**config.mk**
```make
export PLATFORM = sky130hd
export DESIGN_NAME = multi_pwr_ctrl
export DESIGN_NICKNAME = d
export VERILOG_FILES = /design/src/rtl/multi_pwr_ctrl.sv
export SDC_FILE = /design/constraint.sdc
export NUM_CORES = 1
export LEC_CHECK = 0
export BUFFER_PORTS_ARGS = -buffer_cell sky130_fd_sc_hd__buf_2
export CAP_MARGIN = 15
export CORE_ASPECT_RATIO = 1.4
export CORE_MARGIN = 4
export CORE_UTILIZATION = 25
export DETAILED_ROUTE_END_ITERATION = 10
export SYNTH_ARGS = -nofsm -noshare
export SYNTH_HDL_FRONTEND = slang
export SYNTH_SLANG_ARGS = --single-unit
```
**constraint.sdc**
```tcl
create_clock -name clk -period 6.3 [get_ports clk]
set_input_delay 1.89 -clock clk [delete_from_list [all_inputs] [get_ports clk]]
set_output_delay 1.89 -clock clk [all_outputs]
set_load 0.1 [all_outputs]
```
**src/rtl/multi_pwr_ctrl.sv**
```systemverilog
// ============================================================================
// Module      : multi_pwr_ctrl
// Description : Per-domain power sequencer (ACTIVE/ISO/SAVE/OFF/PWRON/RESTORE)
//               with single-grant power-up arbitration.
//               Optional macro PWR_CTRL_ACK_EN: PWRON exits on pwr_ack.
// Revision    : 1.0 - initial release
// ============================================================================
`default_nettype none

module multi_pwr_ctrl #(
    parameter int NUM_DOM = 4,
    parameter int CNT_W   = 4
) (
    input  logic                       clk,
    input  logic                       reset,
    input  logic [NUM_DOM-1:0]         idle,
    input  logic [NUM_DOM-1:0]         wake,
    input  logic                       csr_busy,
    input  logic [NUM_DOM-1:0]         pwr_ack,
    input  logic                       reg_wr,
    input  logic [$clog2(NUM_DOM)-1:0] reg_sel,
    input  logic [CNT_W:0]             reg_data,
    output logic [NUM_DOM-1:0]         pwr_up,
    output logic [NUM_DOM-1:0]         iso_on,
    output logic [NUM_DOM-1:0]         save,
    output logic [NUM_DOM-1:0]         restore,
    output logic [NUM_DOM-1:0]         dom_off
);

    localparam logic [2:0] S_ACTIVE  = 3'd0;
    localparam logic [2:0] S_ISO     = 3'd1;
    localparam logic [2:0] S_SAVE    = 3'd2;
    localparam logic [2:0] S_OFF     = 3'd3;
    localparam logic [2:0] S_PWRON   = 3'd4;
    localparam logic [2:0] S_RESTORE = 3'd5;

    logic [NUM_DOM-1:0][2:0]       r_state;
    logic [NUM_DOM-1:0][CNT_W-1:0] r_cnt;
    logic [NUM_DOM-1:0][CNT_W-1:0] r_dwell;
    logic [NUM_DOM-1:0]            r_en;

    logic [NUM_DOM-1:0][2:0]       w_nxt_state;
    logic [NUM_DOM-1:0][CNT_W-1:0] w_nxt_cnt;
    logic [NUM_DOM-1:0]            w_done;
    logic [NUM_DOM-1:0]            w_req;
    logic [NUM_DOM-1:0]            w_grant;
    logic                          w_busy;
    logic                          w_found;

`ifndef PWR_CTRL_ACK_EN
    logic w_unused_ack;
    assign w_unused_ack = ^pwr_ack;
`endif

    // Lowest-index requester wins, but only while no domain is powering up.
    always_comb begin
        w_busy  = 1'b0;
        w_found = 1'b0;
        w_req   = '0;
        w_grant = '0;
        for (int i = 0; i < NUM_DOM; i++) begin
            w_req[i] = (r_state[i] == S_OFF) && (wake[i] || !r_en[i]);
            if (r_state[i] == S_PWRON) begin
                w_busy = 1'b1;
            end
        end
        for (int i = 0; i < NUM_DOM; i++) begin
            if (w_req[i] && !w_found && !w_busy) begin
                w_grant[i] = 1'b1;
                w_found    = 1'b1;
            end
        end
    end

    always_comb begin
        w_nxt_state = r_state;
        w_nxt_cnt   = r_cnt;
        w_done      = '0;
        for (int i = 0; i < NUM_DOM; i++) begin
            w_done[i] = (r_cnt[i] >= r_dwell[i]);
            case (r_state[i])
                S_ACTIVE: begin
                    if (r_en[i] && idle[i] && !wake[i] && !csr_busy) begin
                        w_nxt_state[i] = S_ISO;
                    end
                end
                S_ISO: begin
                    if (wake[i] || !r_en[i]) begin
                        w_nxt_state[i] = S_ACTIVE;
                    end else if (w_done[i]) begin
                        w_nxt_state[i] = S_SAVE;
                    end
                end
                S_SAVE: begin
                    if (w_done[i]) begin
                        w_nxt_state[i] = S_OFF;
                    end
                end
                S_OFF: begin
                    if (w_grant[i]) begin
                        w_nxt_state[i] = S_PWRON;
                    end
                end
                S_PWRON: begin
`ifdef PWR_CTRL_ACK_EN
                    if (pwr_ack[i]) begin
                        w_nxt_state[i] = S_RESTORE;
                    end
`else
                    if (w_done[i]) begin
                        w_nxt_state[i] = S_RESTORE;
                    end
`endif
                end
                S_RESTORE: begin
                    if (w_done[i]) begin
                        w_nxt_state[i] = S_ACTIVE;
                    end
                end
                default: w_nxt_state[i] = S_ACTIVE;
            endcase
            // Saturating dwell counter, restarted on every state change.
            if ((w_nxt_state[i] != r_state[i]) || (r_state[i] == S_ACTIVE) ||
                (r_state[i] == S_OFF)) begin
                w_nxt_cnt[i] = '0;
            end else if (!w_done[i]) begin
                w_nxt_cnt[i] = r_cnt[i] + CNT_W'(1);
            end
        end
    end

    always_ff @(posedge clk or posedge reset) begin
        if (reset) begin
            r_state <= '0;
            r_cnt   <= '0;
            r_en    <= '0;
            r_dwell <= '1;
            pwr_up  <= '1;
            iso_on  <= '0;
            save    <= '0;
            restore <= '0;
            dom_off <= '0;
        end else begin
            r_state <= w_nxt_state;
            r_cnt   <= w_nxt_cnt;
            for (int i = 0; i < NUM_DOM; i++) begin
                if (reg_wr && (int'(reg_sel) == i)) begin
                    r_en[i]    <= reg_data[CNT_W];
                    r_dwell[i] <= reg_data[CNT_W-1:0];
                end
                pwr_up[i]  <= (r_state[i] != S_OFF);
                iso_on[i]  <= (r_state[i] != S_ACTIVE);
                save[i]    <= (r_state[i] == S_SAVE);
                restore[i] <= (r_state[i] == S_RESTORE);
                dom_off[i] <= (r_state[i] == S_OFF);
            end
        end
    end

endmodule

`default_nettype wire

```
# Word-level counts from Yosys, hierarchy flattened
# Cells that the tools add are included.
totals:
  in_bits: 23
  ff_bits: 68
  latch_bits: 0
  ramBits: 0
  rom_bits: 0
  mem_count: 0
  out_inout_bits: 20
classes:
  order_cmp: 4
  reduce_logical: 61
  eq_ne: 35
  n_addsub: 4
  n_shift: 0
  n_mux: 50
  mul: 0
  n_bitwise: 0
  n_div: 0
ops:
  columns: ["operator", "n"]
  rows:
  - ["2-to-1 mux 3 bit", 28]
  - ["case mux 3 bit (6 select lines)", 4]
  - ["2-to-1 mux 4 bit", 8]
  - ["logical AND 1 bit", 27]
  - ["== test 3 x 2 -> 1 bit, second input constant", 8]
  - ["== test 3 bit, second input constant", 8]
  - ["adder 4 x 1 -> 4 bit, second input constant", 4]
  - ["greater-or-equal comparator 4 bit", 4]
  - ["logical NOT 1 bit", 13]
  - ["== test 3 x 1 -> 1 bit, second input constant", 4]
  - ["logical NOT 3 bit", 4]
  - ["logical OR 1 bit", 12]
  - ["!= test 3 x 2 -> 1 bit, second input constant", 4]
  - ["!= test 3 bit", 4]
  - ["nonzero test 3 bit", 4]
  - ["2-to-1 mux 1 bit", 10]
  - ["!= test 2 x 1 -> 1 bit, second input constant", 4]
  - ["== test 2 bit, second input constant", 2]
  - ["== test 2 x 1 -> 1 bit, second input constant", 1]
  - ["logical NOT 2 bit", 1]

# Logic depth before layout (Yosys ltp)
# Gate-level depths: netlist (run 1).
depth:
  word_depth: 26
  depth_mapped: 9
  depth_no_buf: 8

# Least setup slack after synthesis (run 1)
# OpenSTA, ideal clock, no wires.
synth_timing:
  path_type: "input-to-reg"
  startpoint: "input csr_busy"
  endpoint: "register r_cnt[5] in the netlist's numbering"
  slack_ps: 3066
  path_buffers: 0
  arrival_ps: 3091
  cell_stages: 5
  path_cell_list: "or4b_4 > a21oi_4 > a22oi_2 > a2111oi_2 > nor3_1"
synth_between:
  elab_chain_cells: 8
  word_cells_on_any_way: 9
  cone_classes: "eq/ne (2); mux (3); reduce/logical (4)"
synth_rtl:
  columns: ["element", "line", "source"]
  rows:
  - ["start, declared", "18", "input logic csr_busy,"]
  - ["logical NOT 1 bit *", "83", "if (r_en[i] && idle[i] && !wake[i] && !csr_busy) begin"]
  - ["logical AND 1 bit *", "83", null]
  - ["2-to-1 mux 3 bit *", "83", null]
  - ["case mux 3 bit (6 select lines) *", "81", "case (r_state[i])"]
  - ["!= test 3 bit *", "123", "if ((w_nxt_state[i] != r_state[i]) || (r_state[i] == S_ACTIVE) ||"]
  - ["logical OR 1 bit * (2 in series)", "123", null]
  - ["!= test 2 x 1 -> 1 bit (no source line) or 2-to-1 mux 4 bit (tied branches)", null, null]
  - ["end signal, assigned", "145", "r_cnt <= w_nxt_cnt;"]
  - ["end, declared", "38", "logic [NUM_DOM-1:0][CNT_W-1:0] r_cnt;"]
# Every way passes the cells marked *; elsewhere a longest branch is shown, timed or not.
# A chain may end at the register's enable or synchronous reset.

# Worst setup path after layout (run 1)
layout_timing:
  startpoint: "input csr_busy"
  endpoint: "register r_cnt[7] in the netlist's numbering"
# The elaborated chain is that of the path after synthesis.

==> results.md, run 1 <==
- Outcome: finished, final reports clean
- Worst skew pair latency: approximately 0.34 ns
- TritonRoute pass-1 iters: 4
- Worst Path Required: around 6.5 ns
- Area growth, synth to finish: 19.3%
- Total GRT Usage: around a tenth
- Critical path's top delay family: compound AO/OA/AOI/OAI gates
- Post-DP HPWL: 5.76 mm
- Crit Path Category: in2reg
- Final period utilization: around half
- Post-synth top cells: dfrtp_1 (48), inv_1 (33), nand2_1 (24), nor2_1 (23)
- Clk_skew: about 0.0085 ns
- Largest net degree at the start of global routing: a little under 70
- Setup violators final: 0
- Gr ovfl total: 0
- Cells along the critical path: buf_2, or4b_4, a21oi_4, a22oi_2, a2111oi_2, nor3_1
- Unrepaired setup endpoints after global routing: false
- Synth cell types: 62
- CTS root buffer: clkbuf_16
- Largest buffer count on any clock path: 2
- Cts bufs inserted: 9
- Clk slew on worst S/H paths: 0.05 ns
- Wire length per cell: around 13 um
- Final net count: about 440
- Max Freq: approximately 310 MHz
- Core area: 14400 um^2
- Finished layout cell area: approximately 4400 um^2
- Hold_buf cts: 0
- Remaining antenna violation count after routing: 0
- PD cells: around 420 nW/um^2
- Fin. Hold Viols: 0
- Via density: roughly 4.5
- Leak pwr: just under 0.002 uW
- Sequential-to-total area share from yosys stat: 47.3%
- Syn Area/Cell: 10.3 um^2
- CTS tree: done
- FF+latch count, synth: just under 70
- EDFF count, synth: 0
- Worst path max stage delay: ~0.5 ns
- # Max-Cap Violations: 0
- Top post-synthesis cells by area: dfrtp_1 (33%), dfstp_2 (14%), ha_1 (6.9%)
- Final min period: between 3 and 4 ns
- CP max-delay cell: or4b_4
- Fraction of layout instances using a drive strength above 1: roughly 27%
- Post_cts resized: 0
- Worst EP arrival: between 3 and 4 ns
- Diode count: 0
- Die H: approximately 150 um
- Via count: 2659
- Syn_nets: just under 400
- Critical path startpoint category: input port
- Top_reg_cell synth: dfrtp_1
- Vias in the first global route: 2632
- FFs w/ async S/R, synth: 100%
- Count leader, synth: dfrtp_1
- Max IR drop VDD: 0.000151 V
- Placed inst area: 4030 um^2
- Yosys top cell by area: dfrtp_1
- Port buffer count: 38
- Worst Hold Class: reg2reg
- DRC viols: 0
- First-pass GRT wire length: 12.8 mm
- Yosys Warn Count: 0
- Post-synthesis cell area: approximately 3600 um^2
- Fin Setup TNS: 0 ns
- Initial antenna violation count: 0
- H-tree level count: 3
- Worst slew margin: between 30% and 40%
- Boundary pin count: 43
- CP Max Fanout: 4
- Post-CTS setup buffers: 0
- Final wirelength: between 7 and 8 mm
- Starting DRT DRC Count: 80
- Pins Over Slew Limit: 0
- Clock Sinks: just under 70
- Initial Utilization: around 25%
- GP Congestion: 0.854
- Die area: 16600 um^2
- CP bufs+invs: 1
- Synth top area share: around a third
- Die Wd: approximately 110 um
- Row count: between 50 and 60
- Slew @ Worst Pin: a little over 0.9 ns
- # fillers: about 1500
- Cells after Synth: around 350
- Worst setup EP type: flip-flop
==> worst paths after layout <==
path | slack [ns] | endpoint | startpoint | cells past startpoint
hold reg to reg | 0.50 | r_cnt[12]$_DFFE_PP0P_ | r_cnt[12]$_DFFE_PP0P_ | 1
min in group asynchronous | 1.79 | iso_on[3]$_DFF_PP0_ | reset | 3
setup / recovery | 3.08 | r_cnt[7]$_DFFE_PP0P_ | csr_busy | 6
setup reg to reg | 3.91 | r_cnt[7]$_DFFE_PP0P_ | r_dwell[6]$_DFFE_PP1P_ | 7
hold / removal | 0.50 | r_cnt[12]$_DFFE_PP0P_ | r_cnt[12]$_DFFE_PP0P_ | 1
max in group asynchronous | 3.93 | r_cnt[12]$_DFFE_PP0P_ | reset | 3
==> final cells by class <==
class	instances	area, um^2	area share (%)
timing repair buffer	39	198	4.54
inverter	33	124	2.85
clock buffer	12	246	5.66
sequential	68	1730	39.7
multi-input combinational	244	1750	40.2
clock inverter	4	72.6	1.67
tap	189	236	5.43
==> kinds of logic (layout without fill, tap and decap cells) <==
kind of cell / count (synthesis) / in the layout / share of synthesized area [%]
flip-flops: 68 / 68 / 47.3
multiplexers: 24 / 24 / 7.34
XOR/XNOR: 7 / 7 / 1.68
adder cells (fa/ha/maj): 20 / 20 / 6.86
AO/OA/AOI/OAI: 68 / 68 / 12.7
buffers and inverters: 42 / 88 / 4.77
AND/OR/NAND/NOR: 125 / 125 / 19.4
==> cell usage in the layout, fill, tap and decap left out, types with 18 or more instances in the layout <==
master,synthesis,final
nand2_1,24,24
o21ai_0,20,20
inv_1,33,32
dfstp_2,20,20
dfrtp_1,48,48
nor2_1,23,23
mux2_2,18,18
ha_1,20,20
buf_2,4,38
==> layer usage <==
metal	share of wire, %	vias up	GRT usage (%)	routed length, um
li1	-	1321	-	-
met1	42	1280	11.6	3240
met2	51	44	16.8	3970
met3	4.0	14	2.94	313
met4	3.2	0	5.05	247
met5	0	-	0	0
==> flip-flops by register name (all words and copies together) (netlist names) <==
register  flops
r_state      12
pwr_up        4
r_cnt        16
iso_on        4
restore       4
r_en          4
r_dwell      16
dom_off       4
save          4
==> through the flow <==
| step | hold slack, ns | power (uW) | instances | utilization (%) | setup slack, ns |
|---|---|---|---|---|---|
| 6_report | 0.503 | 1850 | 589 | 30.3 | 3.08 |
| 5_1_grt | 0.527 | 1970 | 589 | 30.3 | 2.95 |
| 4_1_cts | 0.507 | 1870 | 589 | 30.3 | 3.08 |
| 3_5_place_dp | 0.500 | 1320 | 573 | 28.1 | 2.73 |
| 3_3_place_gp | 0.486 | 1300 | 573 | 28.1 | 2.76 |
| 2_1_floorplan | 0.454 | 1190 | 354 | - | 2.73 |
==> where the power goes <==
part | leakage [uW] | total, uW | switching [uW] | internal, uW
registers | 0.000859 | 644 | 105 | 540
clock network | 0.000153 | 542 | 186 | 357
logic | 0.000959 | 662 | 431 | 231
total | 0.00197 | 1850 | 722 | 1130
(Power assumes the default switching activity.)
==> inputs of run 2 (changes only) <==
clock period = 2.75 ns   (was 6.3 ns; I/O delays follow)
==> results.md, run 2 (synthesis gave the netlist of run 1 again) <==
- Placed inst area: 4080 um^2 (+1.2%)
- GP Congestion: 0.842 (-1.4%)
- Unrepaired setup endpoints after global routing: false
- Vias in the first global route: 2766 (+5.1%)
- Most common cell after layout, fill and taps aside: dfrtp_1
- Total GRT Usage: 10.5% (+0.45 points)
- Power Internal: 2500 uW (+120%)
- Fraction of layout instances using a drive strength above 1: 28.6% (+1.4 points)
- Initial Utilization: 25.4% (unchanged)
- Clk slew on worst S/H paths: 0.06 ns (about the same)
- Total power: 4170 uW (+130%)
- Max IR drop VDD: 0.000406 V (+170%)
- Fin Setup TNS: 0 ns (unchanged)
- Most frequent cells in the layout: dfrtp_1 (48), buf_2 (38), inv_1 (32)
- Wire length per cell: 13.3 um (+0.66%)
- Worst setup EP type: flip-flop
- Worst EP arrival: 2.49 ns (-0.93 ns)
- Via density: 4.42 (-2.1%)
- Top flop regs: r_cnt (16), r_dwell (16), r_state (12)
- Most Used Layer, Global Route: met2
- Diode count: 0 (unchanged)
- # Max-Cap Violations: 0 (unchanged)
- Grt met2 use: 18.0% (+1.3 points)
- Grt met3 use: 3.20% (+0.26 points)
- Setup violators final: 0 (unchanged)
- Clk_skew: 0.00662 ns (-0.00191 ns)
- Final period utilization: a little over four fifths
- Placed cells: 578 (+0.87%)
- Port buffer count: 38 (unchanged)
- Slew @ Worst Pin: 0.505 ns (-0.421 ns)
- Starting DRT DRC Count: 98 (+23%)
- Worst Path Required: 2.95 ns (-3.55 ns)
- Outcome: finished, final reports clean
- Final min period: around 2.3 ns
- Post-route non-filler standard cell count: 594 (+0.85%)
- Fin. Hold Viols: 0 (unchanged)
- Largest buffer count on any clock path: 2 (unchanged)
- Flop pwr share: 35.4% (+0.6 points)
- Max Freq: roughly 440 MHz
- Worst slew margin: 66.3% (+28 points)
- Boundary pin count: 43 (unchanged)
- # fillers: 1454 (-1.5%)
- Critical path startpoint category: flip-flop
- Hold_buf cts: 0 (unchanged)
- Clock Sinks: 68 (unchanged)
- TritonRoute pass-1 iters: 4 (unchanged)
- Die Wd: 110 um (unchanged)
- Die area: 16600 um^2 (unchanged)
- H-tree level count: 3 (unchanged)
- First-pass GRT wire length: 13.5 mm (+5.4%)
- Post-CTS setup buffers: 0 (unchanged)
- Final core utilization: 30.5% (+0.24 points)
- CP Max Fanout: 4 (unchanged)
- Initial antenna violation count: 0 (unchanged)
- Largest net degree at the start of global routing: 41 (-41%)
- Post_cts resized: 0 (unchanged)
- Area growth, synth to finish: 20.2%
- CTS tree: done
- Die H: 151 um (unchanged)
- Crit Path Category: reg2reg
- Row count: 52 (unchanged)
- Leak pwr: 0.00199 uW (+1.1%)
- Clock share of power: 27.8% (-1.5 points)
- Switching Share: 40.0% (+0.96 points)
- Core area: 14400 um^2 (unchanged)
- Worst Hold Class: in2async
- Final net count: 443 (+1.1%)
- CTS root buffer: clkbuf_16
- PD cells: 951 nW/um^2 (+120%)
- Worst skew pair latency: 0.33 ns (about the same)
- Post-DP HPWL: 5.97 mm (+3.6%)
- Cts bufs inserted: 9 (unchanged)
- Power share of the combinational group: 36.8% (+1.0 points)
- Remaining antenna violation count after routing: 0 (unchanged)
- DRC viols: 0 (unchanged)
- Gr ovfl total: 0 (unchanged)
- Via count: 2626 (-1.2%)
- Met1 usage: 12.3% (+0.68 points)
- Pins Over Slew Limit: 0 (unchanged)
- Finished layout cell area: 4390 um^2 (+0.78%)
- Final wirelength: 7.89 mm (+1.5%)
- Switch Pwr: 1670 uW (+130%)
- Flop2flop setup slack: 0.46 ns (-3.45 ns)
run 2: cell types whose count changed in the layout (fill, tap and decap cells not counted):
cell	delta
bufinv_16	-1
buf_4	+4
clkinv_4	+1
clkbuf_1	-2
clkinv_2	+1
clkinvlp_4	+1
buf_12	+1
run 2: final timing paths:
| path | start | to | depth (start not counted) |
|---|---|---|---|
| max reg2reg | r_cnt[8]$_DFFE_PP0P_ | r_cnt[8]$_DFFE_PP0P_ | 8 |
| min reg2reg | r_cnt[0]$_DFFE_PP0P_ | r_cnt[0]$_DFFE_PP0P_ | 1 |
| max in group asynchronous | reset | pwr_up[2]$_DFF_PP1_ | 3 |
| min in group clk | r_cnt[0]$_DFFE_PP0P_ | r_cnt[0]$_DFFE_PP0P_ | 1 |
| min | reset | iso_on[1]$_DFF_PP0_ | 2 |
| max | r_cnt[8]$_DFFE_PP0P_ | r_cnt[8]$_DFFE_PP0P_ | 8 |
run 2: metal layers:
layer	vias to the layer above	routed length [um]
met2	39	4160
li1	1335	-
met3	14	291
met5	-	0
met1	1238	3290
met4	0	144
run 2: power groups by stage:
stage	Sequential, uW	Clock (uW)	Combinational [uW]
after CTS	1470	1190	1550
after global placement	1480	0	1520
after floorplan	1700	0	1030
after detailed placement	1490	0	1540
final	1470	1160	1540
after global routing	1520	1240	1690
run 2: worst max-delay path, stage by stage, from the launching register on:
cell and delay [ns]:
dfrtp_1 0.41, inv_1 0.07, ha_1 0.28, nand2b_1 0.14, a211o_1 0.33, a21o_1 0.21
a211oi_2 0.24, mux2i_1 0.40, nor3_1 0.10
run 2: stage by stage:
stage / hold WS [ns] / setup slack, ns
finish: 0.443 / 0.458
global route: 0.460 / 0.216
CTS: 0.444 / 0.439
detailed placement: 0.496 / 0.300
global placement: 0.486 / 0.320
floorplan: 0.454 / 0.247
run 2: final cells by class:
cell class,count,area [um^2],area share [%]
clock buffers,10,239,5.45
clock inverters,6,63.8,1.45
inverters,33,124,2.82
multi-input cells,244,1750,39.9
flip-flops and latches,68,1730,39.4
well taps,189,236,5.39
repair buffers,44,248,5.65
